$ cat config.mk
export PLATFORM = sky130hd
export DESIGN_NAME = rr_arbiter_8
export DESIGN_NICKNAME = d
export VERILOG_FILES = /design/src/rtl/rr_arbiter_8.sv
export SDC_FILE = /design/constraint.sdc
export NUM_CORES = 1
export LEC_CHECK = 0
export CORE_ASPECT_RATIO = 0.5
export CORE_MARGIN = 1
export CORE_UTILIZATION = 50
export DETAILED_ROUTE_END_ITERATION = 12
export PLACE_DENSITY = 0.75
export SETUP_SLACK_MARGIN = 0.4
export SYNTH_ARGS = -nofsm -noshare
export SYNTH_HDL_FRONTEND = slang
export SYNTH_SLANG_ARGS = --single-unit
$ cat constraint.sdc
create_clock -name clk -period 3.7 [get_ports clk]
set_clock_uncertainty 0.2 [all_clocks]
set_input_delay 0.555 -clock clk [delete_from_list [all_inputs] [get_ports clk]]
set_output_delay 0.555 -clock clk [all_outputs]
set_load 0.005 [all_outputs]
$ cat src/rtl/rr_arbiter_8.sv
// rr_arbiter_8: eight-requester round-robin arbiter with registered grant index and hold-time limit
module rr_arbiter_8 #(
    parameter int MAX_HOLD = 16
) (
    input  logic       clk,
    input  logic       rst,
    input  logic [7:0] req_i,
    input  logic       done_i,
    output logic [2:0] grant_idx_o,
    output logic       grant_valid_o,
    output logic       timeout_o
);
    typedef enum logic {IDLE, GRANT} state_t;
    localparam logic [7:0] LIMIT = 8'(MAX_HOLD);
    state_t     state_q;
    logic [2:0] ptr_q, grant_idx_q, off, win;
    logic [7:0] hold_cnt_q;
    logic       grant_valid_q, timeout_q, hit, rel;
    // winner is the first requester at or after ptr, wrapping; release causes for the current owner
    always_comb begin
        off = 3'd0;
        for (int i = 7; i >= 0; i--) off = req_i[ptr_q + 3'(i)] ? 3'(i) : off;
        win = ptr_q + off;
        hit = (LIMIT != 8'd0) && (hold_cnt_q == LIMIT);
        rel = done_i || !req_i[grant_idx_q] || hit;
    end
    // arbitration FSM; timeout only when the limit is the sole surviving cause
    always_ff @(posedge clk) begin
        if (rst) begin
            state_q       <= IDLE;
            ptr_q         <= 3'd0;
            hold_cnt_q    <= 8'd0;
            grant_idx_q   <= 3'd0;
            grant_valid_q <= 1'b0;
            timeout_q     <= 1'b0;
        end else if (state_q == IDLE) begin
            timeout_q <= 1'b0;
            if (req_i != 8'd0) begin
                state_q       <= GRANT;
                grant_idx_q   <= win;
                grant_valid_q <= 1'b1;
                hold_cnt_q    <= 8'd1;
            end
        end else if (rel) begin
            state_q       <= IDLE;
            grant_valid_q <= 1'b0;
            ptr_q         <= grant_idx_q + 3'd1;
            timeout_q     <= !done_i && req_i[grant_idx_q];
        end else begin
            hold_cnt_q <= hold_cnt_q + {7'd0, hold_cnt_q != 8'hFF};
            timeout_q  <= 1'b0;
        end
    end
    assign grant_idx_o   = grant_idx_q;
    assign grant_valid_o = grant_valid_q;
    assign timeout_o     = timeout_q;
endmodule

# == Yosys cells after proc, flatten, opt, wreduce, memory -nomap -nowiden ==
# Cells that the tools add are included.
# word_totals
ff_bits,17
output_inout_bits,5
wordCells,78
# classes
n_addsub,10
magnitude_cmp,9
n_eq_ne,4
mux,35
bitwise_logic,2
reduce_logical,12
# ops
cell,count
$lt 3x4->1 const B,9
$bmux 1 s3,9
$mux 3,8
$mux 8,3
$mux 1,15
$add 3x3->3 const B,4
$add 8x1->8,1
$eq 8x5->1 const B,1
$ne 8x8->1 const B,1
$reduce_and 2->1,4
$reduce_bool 8->1,1
$add 3x1->3 const B,2
$add 3x2->3 const B,2
$add 3x3->3,1
$reduce_or 3->1,1
$logic_not 1->1,2
$logic_or 1x1->1,2
$ne 2x1->1 const B,1
$ne 2x2->1 const B,1
$not 1->1,2
$reduce_bool 2->1,1
$logic_and 1x1->1,1

# == Longest topological paths before layout ==
# Gate-level depths: netlist of run 1.
# logic_depth
word_depth,12
ltp_mapped,16
mapped_depth_nobuf,14

# == Least setup slack after synthesis of run 1 ==
# No wires, ideal clock.
# synth_path
path_type,flip-flop to flip-flop
from,register ptr_q[0]
to,"register grant_idx_q[2], in the netlist grant_idx_o[2]"
setup_time_ns,0.091
arrival_ns,3.343
slack_ns,0.066
path_stages_with_launch,17
n_path_buf,2
synth_period_minus_slack_ns,3.634
cell_sequence,dfxtp_1 -> buf_6 -> inv_2 -> ha_1 -> buf_4 -> mux2i_1 -> mux4_2 -> nand2b_1 -> o21ai_0 -> nand2_1 -> a221oi_1 -> ha_1 -> inv_1 -> fa_1 -> xnor2_1 -> or3_1 -> a311oi_1
# synth_between
elab_chain_cells,12
elab_cells_between_ends,32
classes_between,add/sub (8); mux (24)
# synth_rtl
item,line,text
"start, declared",16,"logic [2:0] ptr_q, grant_idx_q, off, win;"
"start signal, assigned",47,ptr_q <= grant_idx_q + 3'd1;
$add 3x3->3,22,for (int i = 7; i >= 0; i--) off = req_i[ptr_q + 3'(i)] ? 3'(i) : off;
$bmux 1 s3,22,
$mux 1 (not written as such),22,
$mux 3 (8 in series),22,
$add 3x3->3 (*),23,win = ptr_q + off;
"end signal, assigned",40,grant_idx_q <= win;
"end, declared",16,
# Every way passes the cells marked *; elsewhere a longest branch is shown, timed or not. The select of a mux whose other input is x is not followed.
# A chain may end at the register's enable or synchronous reset.

# == Worst setup path in the final report of run 1 ==
# layout_path
from,register ptr_q[1]
to,"register grant_idx_q[2], in the netlist grant_idx_o[2]"
# The elaborated chain is that of the path after synthesis.

==> impl_metrics.env, run 1 <==
export IMPL_outcome="completed"
export IMPL_clk_latency_ns=0.26
export IMPL_grt_use_total=0.243
export IMPL_gp_congestion=0.820
export IMPL_irDropWorstVdd_v=0.000255
export IMPL_hold_viol_final=0
export IMPL_clock_sinks=17
export IMPL_detail_route_wl_per_cell_um=17.0
export IMPL_ys_seq_area_frac=0.232
export IMPL_crit_path_start_kind="register"
export IMPL_yosysMostFrequentCell="nor2_1"
export IMPL_pwr_share_clk=0.186
export IMPL_drt_initial_drc_count=37
export IMPL_crit_type="register to register"
export IMPL_dieHeight_um=40.3
export IMPL_crit_path_end_kind="register"
export IMPL_cp_max_fo=6
export IMPL_coreArea_um2=2680
export IMPL_drv_cap=0
export IMPL_postRouteAntennaNets=0
export IMPL_slew_headroom=0.338
export IMPL_powerDensity_nw_per_um2=414
export IMPL_sw_frac_of_total=0.353
export IMPL_r2r_start="ptr_q[1]"
export IMPL_rsz0062_at_grt="yes"
export IMPL_clkTransAtPathRegs_ns=0.07
export IMPL_netlist_cell_type_count=41
export IMPL_yosysWarnings=0
export IMPL_grt_max_degree=13
export IMPL_regArea_um2=347
export IMPL_synth_seq_cells=17
export IMPL_drive_above_1_share=0.335
export IMPL_final_nets=198
export IMPL_critical_path_arrival_ns=3.55
export IMPL_cts_hold_buffers=0
export IMPL_dieArea_um2=3170
export IMPL_ys_top_cells_by_area="dfxtp_1, mux4_2, mux4_1"
export IMPL_cts_buffers=3
export IMPL_syn_num_nets=164
export IMPL_cp_required_ns=3.66
export IMPL_grt_first_pass_wirelength_mm=5.47
export IMPL_start_util=0.547
export IMPL_synthArstFlopShare=0
export IMPL_multi_input_area_um2=1110
export IMPL_cts_tree="yes"
export IMPL_hold_path_endpoint="grant_valid_o"
export IMPL_drt_drc_violations_left=0
export IMPL_fin_area_um2=1890
export IMPL_ys_flop_type="dfxtp_1"
export IMPL_dpl_cell_area_um2=1780
export IMPL_syn_to_final_growth_pct=28.7
export IMPL_netlist_area_um2=1470
export IMPL_dp_hpwl_mm=2.62
export IMPL_setup_violations=0
export IMPL_hp_class="register to register"
export IMPL_clk_path_buf_depth=2
export IMPL_die_w_um=78.6
export IMPL_antenna_found_initial=0
export IMPL_port_buffers=15
export IMPL_intPower_w=0.000506
export IMPL_drt_pass1_iterations=4
export IMPL_p_sw_w=0.000276
export IMPL_period_needed_ns=3.59
export IMPL_reg2reg_to="grant_idx_o[2]"
export IMPL_h_tree_depth=1
export IMPL_synth_edf_count=0
export IMPL_via_per_inst=6.03
export IMPL_dp_cells=208
export IMPL_fin_hold_ws_ns=0.291
export IMPL_fill_cells=199
export IMPL_p_leak_nw=0.715
export IMPL_synth_top_area_share=0.232
export IMPL_period_share=0.971
export IMPL_combPwrFrac=0.530
export IMPL_layout_cells_non_filler=216
export IMPL_slew_violations=0
export IMPL_r2r_setup_slack_ns=0.11
export IMPL_reg2reg_depth=14
export IMPL_fmax_ghz=0.278
export IMPL_tightestPinTransition_ns=0.992
export IMPL_hp_start="grant_valid_o"
export IMPL_grt_pass1_vias=1177
export IMPL_hold_depth=2
export IMPL_num_antenna_cells=0
export IMPL_via_count=1303
export IMPL_io_pins=16
export IMPL_core_rowCount=13
export IMPL_synth_largest_area_cell="dfxtp_1"
export IMPL_finalWirelength_mm=3.68
export IMPL_seq_power_share=0.284
export IMPL_yosys_top_cells_count="nor2_1, dfxtp_1, mux2i_1, mux4_2"
export IMPL_netlist_instances=146
export IMPL_post_route_util=0.704
export IMPL_cts_root_buf="clkbuf_8"
export IMPL_grt_overflow_total=0
export IMPL_synth_area_per_cell_um2=10.1
==> worst max path at each step <==
stage	end	slack, ns	from	cells after the start
4_1_cts	grant_idx_o[2]	0.23	ptr_q[1]	14
6_report	grant_idx_o[2]	0.11	ptr_q[1]	14
5_1_grt	grant_idx_o[2]	-0.02	ptr_q[1]	14
3_3_place_gp	grant_idx_o[2]	-0.10	req_i[0]	13
3_5_place_dp	grant_idx_o[2]	-0.33	req_i[5]	13
2_1_floorplan	grant_idx_o[2]	0.24	ptr_q[0]	16
==> placed cells by master (no fill, tap or decap), types with 2 or more instances in the layout <==
master and instances:
buf_4 22, nor2_1 18, dfxtp_1 14, mux4_2 11
dlygate4sd2_1 8, clkdlybuf4s50_1 7, a21oi_1 6, mux2i_1 6
nand2_1 6, inv_1 5, xnor2_1 5, o21ai_0 4
or3_1 4, mux2i_2 3, mux4_1 3, nor2b_1 3
nor4_1 3, nand3_1 3, nor3_1 3, ha_1 3
clkbuf_8 3, mux2i_4 2, xor2_1 2, mux2_2 2
nand2b_1 2, and3_1 2, nand4_1 2, or2_2 2
nor4b_1 2, a211oi_1 2, ha_2 2, dfxtp_2 2
==> cell families after synthesis <==
family	after synthesis	share of synthesized area
compound gates	19	0.0887
xor+xnor	8	0.0477
fa+ha+maj	7	0.0648
buf+inv	15	0.0520
flops	17	0.232
mux	27	0.324
simple gates	53	0.191
==> power groups by stage <==
| stage | Combinational, W | Sequential (W) | Clock (W) |
|---|---|---|---|
| global placement | 0.000367 | 0.000225 | 0 |
| detailed placement | 0.000377 | 0.000226 | 0 |
| floorplan | 0.000266 | 0.000219 | 0 |
| global route | 0.000443 | 0.000225 | 0.000155 |
| finish | 0.000415 | 0.000222 | 0.000145 |
| CTS | 0.000399 | 0.000222 | 0.000146 |
==> per-layer routing <==
metal  vias up  track usage  routed length, um
met4         0        0.116                 80
met3        10       0.0477                 89
met2        32        0.452               1770
li1        618            -                  -
met1       643        0.286               1740
met5         -            0                  0
==> flip-flops by register name, summed over array words and instances (netlist names) <==
register and count:
timeout_o 1, grant_valid_o 1, ptr_q 3, grant_idx_o 3, state_q 1, hold_cnt_q 8
==> layout make-up <==
class,count,share of cell area
sequential,17,0.183
inverter,7,0.0166
timing repair buffer,37,0.162
tap,37,0.0245
multi-input combinational,114,0.588
clock inverter,1,0.00397
clock buffer,3,0.0219
==> worst max-delay path, stage by stage, from the launching register on <==
cell and delay, ns:
dfxtp_2 0.34, inv_2 0.06, ha_4 0.28, mux2i_2 0.17, mux4_2 0.47, nand2b_1 0.15, o21ai_1 0.08, nand2_1 0.08
a221oi_2 0.28, ha_2 0.22, inv_1 0.05, fa_2 0.33, xnor2_1 0.14, or3_1 0.35, a311oi_2 0.28
==> through the flow <==
| stage | total power, W | setup WS [ns] | setup TNS, ns |
|---|---|---|---|
| 2_1_floorplan | 0.000485 | 0.238 | 0 |
| 3_3_place_gp | 0.000592 | -0.103 | -0.103 |
| 3_5_place_dp | 0.000603 | -0.329 | -0.329 |
| 4_1_cts | 0.000767 | 0.227 | 0 |
| 5_1_grt | 0.000823 | -0.0176 | -0.0176 |
| 6_report | 0.000782 | 0.109 | 0 |
==> what timing repair did <==
action,in CTS,in global routing
setup endpoints to repair,2,2
pin swaps,4,2
setup buffers,4,0
gates resized for setup,17,4
gates cloned,0,0
Power figures use the tool's default switching activity.
==> inputs of run 2 (changes only) <==
--- a/config.mk
+++ b/config.mk
@@ -9,7 +9,7 @@
 export CORE_MARGIN = 1
 export CORE_UTILIZATION = 50
 export DETAILED_ROUTE_END_ITERATION = 12
-export PLACE_DENSITY = 0.75
+export PLACE_DENSITY = 0.72
 export SETUP_SLACK_MARGIN = 0.4
 export SYNTH_ARGS = -nofsm -noshare
 export SYNTH_HDL_FRONTEND = slang
==> constraint.sdc (replaced) <==
create_clock -name clk -period 3.6 [get_ports clk]
set_clock_uncertainty 0.2 [all_clocks]
set_input_delay 0.54 -clock clk [delete_from_list [all_inputs] [get_ports clk]]
set_output_delay 0.54 -clock clk [all_outputs]
set_load 0.005 [all_outputs]
==> run 2 against run 1 <==
Die area is the same. Highest routed layer is now met3. Utilization about the same. Final area about the same. Register-to-register slack improved by 0.03 ns. Clock power is 3% lower. Sequential cell count is the same. Sequential power up 3%. Critical path type unchanged. Via count down 3.5%.
==> impl_metrics.env, run 2 (synthesized netlist as in run 1, its figures left out) <==
export IMPL_outcome="completed"
export IMPL_drt_drc_violations_left=0
export IMPL_drive_above_1_share=0.343
export IMPL_clkTransAtPathRegs_ns=0.07
export IMPL_dpl_cell_area_um2=1790
export IMPL_grt_max_degree=13
export IMPL_cts_buffers=3
export IMPL_crit_family="adder cells"
export IMPL_drv_cap=0
export IMPL_powerDensity_nw_per_um2=427
export IMPL_fin_hold_ws_ns=0.289
export IMPL_h_tree_depth=1
export IMPL_finalWirelength_mm=3.26
export IMPL_coreArea_um2=2680
export IMPL_crit_path_end_kind="register"
export IMPL_seq_power_share=0.283
export IMPL_crit_path_start_kind="register"
export IMPL_final_nets=200
export IMPL_grt_overflow_total=0
export IMPL_combPwrFrac=0.543
export IMPL_fmax_ghz=0.289
export IMPL_die_w_um=78.6
export IMPL_r2r_start="ptr_q[0]"
export IMPL_dieHeight_um=40.3
export IMPL_critPathMaxStageDelay_ns=0.45
export IMPL_clk_path_buf_depth=2
export IMPL_start_util=0.547
export IMPL_crit_type="register to register"
export IMPL_via_count=1257
export IMPL_layout_commonest_cell="buf_4"
export IMPL_hold_viol_final=0
export IMPL_path_buf_inv=2
export IMPL_worstPathCellList="inv_6, ha_4, mux2i_4, mux4_2, nand2b_4, o21ai_2, nand2_1, a221oi_2, ha_2, inv_1, fa_2, xnor2_1, or3_1, a311oi_1"
export IMPL_gp_congestion=0.786
export IMPL_drt_pass1_iterations=4
export IMPL_fin_area_um2=1890
export IMPL_port_buffers=15
export IMPL_hp_class="register to register"
export IMPL_post_route_util=0.703
export IMPL_hp_start="grant_valid_o"
export IMPL_grt_first_pass_wirelength_mm=5.29
export IMPL_grt_pass1_vias=1138
export IMPL_core_rowCount=13
export IMPL_grt_use_total=0.223
export IMPL_irDropWorstVdd_v=0.000222
export IMPL_cts_root_buf="clkbuf_8"
export IMPL_multi_input_area_um2=1100
export IMPL_cp_max_fo=6
export IMPL_dp_cells=209
export IMPL_drt_initial_drc_count=34
export IMPL_pwr_share_clk=0.174
export IMPL_critical_path_arrival_ns=3.42
export IMPL_layout_cells_non_filler=218
export IMPL_dp_hpwl_mm=2.58
export IMPL_use_met2=0.420
export IMPL_fill_cells=217
export IMPL_sw_frac_of_total=0.341
export IMPL_postRouteAntennaNets=0
export IMPL_cp_required_ns=3.56
export IMPL_largest_register_ff_count=8
export IMPL_dieArea_um2=3170
export IMPL_cp_slowest_cell="mux4_2"
export IMPL_p_leak_nw=0.735
export IMPL_setup_violations=0
export IMPL_antenna_found_initial=0
export IMPL_clock_sinks=17
export IMPL_regArea_um2=345
export IMPL_rsz0062_at_grt="yes"
export IMPL_gr_max_usage_layer="met2"
export IMPL_slew_violations=0
export IMPL_cts_tree="yes"
export IMPL_critical_path_startpoint="ptr_q[0]"
export IMPL_detail_route_wl_per_cell_um=15.0
export IMPL_met3_usage=0.0273
export IMPL_largest_register="hold_cnt_q"
export IMPL_num_antenna_cells=0
export IMPL_r2r_setup_slack_ns=0.14
export IMPL_clk_latency_ns=0.25
export IMPL_intPower_w=0.000532
export IMPL_period_needed_ns=3.46
export IMPL_syn_to_final_growth_pct=28.6
export IMPL_slew_headroom=0.382
export IMPL_cts_hold_buffers=0
export IMPL_period_share=0.961
export IMPL_layout_common_cells="buf_4, nor2_1, dfxtp_1"
export IMPL_via_per_inst=5.77
export IMPL_io_pins=16
export IMPL_tightestPinTransition_ns=0.927
export IMPL_use_met1=0.298
export IMPL_p_sw_w=0.000275
## run 2: tightest hold or removal path: stages (launching register included)
cell and delay, ns:
dfxtp_1 0.31, nor2_1 0.09, nor3_1 0.04
## run 2: metal layers
layer	routed length, um	vias to the layer above
met5	0	-
met4	0	0
met3	74	0
met2	1620	12
met1	1570	626
li1	-	619
## run 2: final timing paths
path                                  endpoint  cells past startpoint
worst max-delay path            grant_idx_o[2]                     14
worst min-delay path             grant_valid_o                      2
worst max register to register  grant_idx_o[2]                     14
worst min register to register   grant_valid_o                      2
## run 2: cell type report
class	count	share of cell area
clock buffer	3	0.0219
timing repair buffer	39	0.170
sequential	17	0.183
multi-input combinational	114	0.582
inverter	7	0.0166
clock inverter	1	0.00265
tap	37	0.0245
## run 2: what timing repair did
item,4_1_cts,5_1_grt
setup buffers,5,0
setup endpoints to repair,2,2
endpoints found under the hold margin,0,0
resized for setup,14,7
pin swaps,2,4
## run 2: metrics by stage
| step | TNS, ns | worst slack [ns] | power [W] |
|---|---|---|---|
| final | 0 | 0.141 | 0.000807 |
| after floorplan | 0 | 0.138 | 0.000499 |
| after global routing | -0.0201 | -0.0201 | 0.000857 |
| after global placement | -0.260 | -0.250 | 0.000620 |
| after CTS | 0 | 0.184 | 0.000787 |
| after detailed placement | -0.288 | -0.280 | 0.000628 |
## run 2: power groups by stage
stage | sequential (W) | combinational (W) | clock [W]
5_1_grt | 0.000231 | 0.000471 | 0.000155
6_report | 0.000228 | 0.000438 | 0.000141
2_1_floorplan | 0.000225 | 0.000274 | 0
3_3_place_gp | 0.000234 | 0.000386 | 0
3_5_place_dp | 0.000235 | 0.000393 | 0
4_1_cts | 0.000228 | 0.000415 | 0.000144
==> inputs of run 3 (changes only) <==
--- a/config.mk
+++ b/config.mk
@@ -8,6 +8,7 @@
 export CORE_ASPECT_RATIO = 0.5
 export CORE_MARGIN = 1
 export CORE_UTILIZATION = 50
+export CTS_BUF_LIST = sky130_fd_sc_hd__clkbuf_8
 export DETAILED_ROUTE_END_ITERATION = 12
 export PLACE_DENSITY = 0.72
 export SETUP_SLACK_MARGIN = 0.4
==> constraint.sdc (replaced) <==
create_clock -name clk -period 4.1 [get_ports clk]
set_clock_uncertainty 0.2 [all_clocks]
set_input_delay 0.615 -clock clk [delete_from_list [all_inputs] [get_ports clk]]
set_output_delay 0.615 -clock clk [all_outputs]
set_load 0.005 [all_outputs]
==> run 3 against run 2 <==
Routed wire length increased by 2.8%. Sequential share of layout area increased by 1.3 points. Utilization decreased by 5.4 points. Largest power group unchanged.
==> impl_metrics.env, run 3 (synthesized netlist as in run 1, its figures left out) <==
export IMPL_reg2reg_depth=14
export IMPL_start_util=0.547
export IMPL_postRouteAntennaNets=0
export IMPL_rsz0062_at_grt="no"
export IMPL_outcome="completed"
export IMPL_drv_cap=0
export IMPL_r2r_start="ptr_q[1]"
export IMPL_crit_path_end_kind="register"
export IMPL_coreArea_um2=2680
export IMPL_dp_hpwl_mm=2.42
export IMPL_clock_sinks=17
export IMPL_powerDensity_nw_per_um2=380
export IMPL_period_share=0.873
export IMPL_core_rowCount=13
export IMPL_period_needed_ns=3.58
export IMPL_die_w_um=78.6
export IMPL_hp_class="register to register"
export IMPL_critical_path_arrival_ns=3.54
export IMPL_drt_initial_drc_count=65
export IMPL_syn_to_final_growth_pct=18.8
export IMPL_layout_commonest_cell="nor2_1"
export IMPL_hp_start="grant_valid_o"
export IMPL_p_total_w=0.000663
export IMPL_dp_slack_ns=0.0259
export IMPL_antenna_found_initial=0
export IMPL_grt_max_degree=13
export IMPL_grt_first_pass_wirelength_mm=5.44
export IMPL_h_tree_depth=1
export IMPL_cp_slowest_cell="mux4_2"
export IMPL_crit_type="input port to register"
export IMPL_cts_tree="yes"
export IMPL_cts_buffers=3
export IMPL_p_leak_nw=0.641
export IMPL_gp_congestion=0.876
export IMPL_io_pins=16
export IMPL_dieHeight_um=40.3
export IMPL_slew_violations=0
export IMPL_largest_register="hold_cnt_q"
export IMPL_final_nets=182
export IMPL_detail_route_wl_per_cell_um=16.8
export IMPL_layout_common_cells="nor2_1, dfxtp_1, mux4_2"
export IMPL_num_antenna_cells=0
export IMPL_hold_path_endpoint="grant_valid_o"
export IMPL_hold_depth=2
export IMPL_setup_tns_ns=0
export IMPL_fmax_ghz=0.279
export IMPL_worst_slack_ns=0.519
export IMPL_reg2reg_to="grant_idx_o[2]"
export IMPL_layout_cells_non_filler=200
export IMPL_grt_use_total=0.232
export IMPL_setup_violations=0
export IMPL_drt_drc_violations_left=0
export IMPL_clkTransAtPathRegs_ns=0.07
export IMPL_drt_pass1_iterations=4
export IMPL_clk_path_buf_depth=2
export IMPL_crit_path_start_kind="input port"
export IMPL_finalWirelength_mm=3.36
export IMPL_slew_headroom=0.392
export IMPL_via_count=1211
export IMPL_cp_max_fo=7
export IMPL_drive_above_1_share=0.252
export IMPL_r2r_setup_slack_ns=0.57
export IMPL_critPathMaxStageDelay_ns=0.52
export IMPL_cts_root_buf="clkbuf_8"
export IMPL_hold_viol_final=0
export IMPL_grt_overflow_total=0
export IMPL_via_per_inst=6.06
export IMPL_dieArea_um2=3170
export IMPL_irDropWorstVdd_v=0.000194
export IMPL_port_buffers=15
export IMPL_grt_pass1_vias=1112
export IMPL_tightestPinTransition_ns=0.912
export IMPL_dp_cells=194
export IMPL_fill_cells=207
export IMPL_worstPathCellList="dlygate4sd2_1, mux4_2, nor2_1, a21oi_1, o21ai_0, nand2_1, a221oi_2, ha_2, inv_1, fa_1, xnor2_1, or3_1, a311oi_1"
export IMPL_clk_latency_ns=0.25
export IMPL_cp_required_ns=4.06
export IMPL_largest_register_ff_count=8
==> run 3: cell types whose count changed in the layout (fill, tap and decap cells not counted), sizes merged <==
cell and delta:
dlygate4sd2 -2, clkbuf +1, clkinv -1, clkinvlp +1
buf -18, dlymetal6s2s +1
==> run 3: worst max-delay path by stage <==
| stage | start | end | slack [ns] | depth (start not counted) |
|---|---|---|---|---|
| floorplan | ptr_q[0] | grant_idx_o[2] | 0.47 | 16 |
| global placement | req_i[2] | grant_idx_o[2] | 0.09 | 13 |
| finish | req_i[3] | grant_idx_o[2] | 0.52 | 13 |
| detailed placement | req_i[3] | grant_idx_o[2] | 0.03 | 13 |
| CTS | req_i[4] | grant_idx_o[2] | 0.40 | 13 |
| global route | req_i[3] | grant_idx_o[2] | 0.36 | 13 |
==> run 3: layout make-up <==
cell class	instances	area, um^2	area share
tap	37	46.3	0.0265
inverter	7	28.8	0.0165
multi-input combinational	114	1090	0.625
sequential	17	342	0.196
clock inverter	1	7.51	0.00430
clock buffer	3	41.3	0.0237
timing repair buffer	21	189	0.108
==> run 3: repair_timing <==
item / CTS / global route
endpoints found under the setup margin: 1 / 1
gates cloned: 0 / 0
hold buffers: 0 / 0
buffers inserted: 2 / 0
resized for setup: 11 / 14
pin swaps: 0 / 3
==> run 3: metrics by stage <==
step	hold slack (ns)	utilization	instance area [um^2]
floorplan	0.271	-	1470
detailed placement	0.290	0.613	1640
global placement	0.278	0.613	1640
CTS	0.300	0.638	1710
global route	0.332	0.650	1740
finish	0.295	0.650	1740
==> run 3: per-layer routing <==
layer  part of all wire  GRT usage  vias up
met1               0.47      0.298      601
met4             0.0024     0.0556        0
met3              0.035     0.0409        2
met5                  0          0        -
li1                   -          -      582
met2               0.50      0.426       26
==> run 3: worst max-delay path, delay by kind of cell <==
kind,cells,cell delay (ns)
AOI/OAI and AO/OA,4,0.73
xor gates and xnor gates,1,0.14
adders and majority gates,2,0.57
buffers and inverters,2,0.36
muxes,1,0.52
and+or+nand+nor,3,0.59
==> run 3: report_power, final <==
part           total [W]  switching, W  internal, W
Sequential      0.000200     0.0000200     0.000180
Combinational   0.000334      0.000155     0.000179
Clock           0.000130     0.0000616    0.0000684
Total           0.000663      0.000236     0.000427
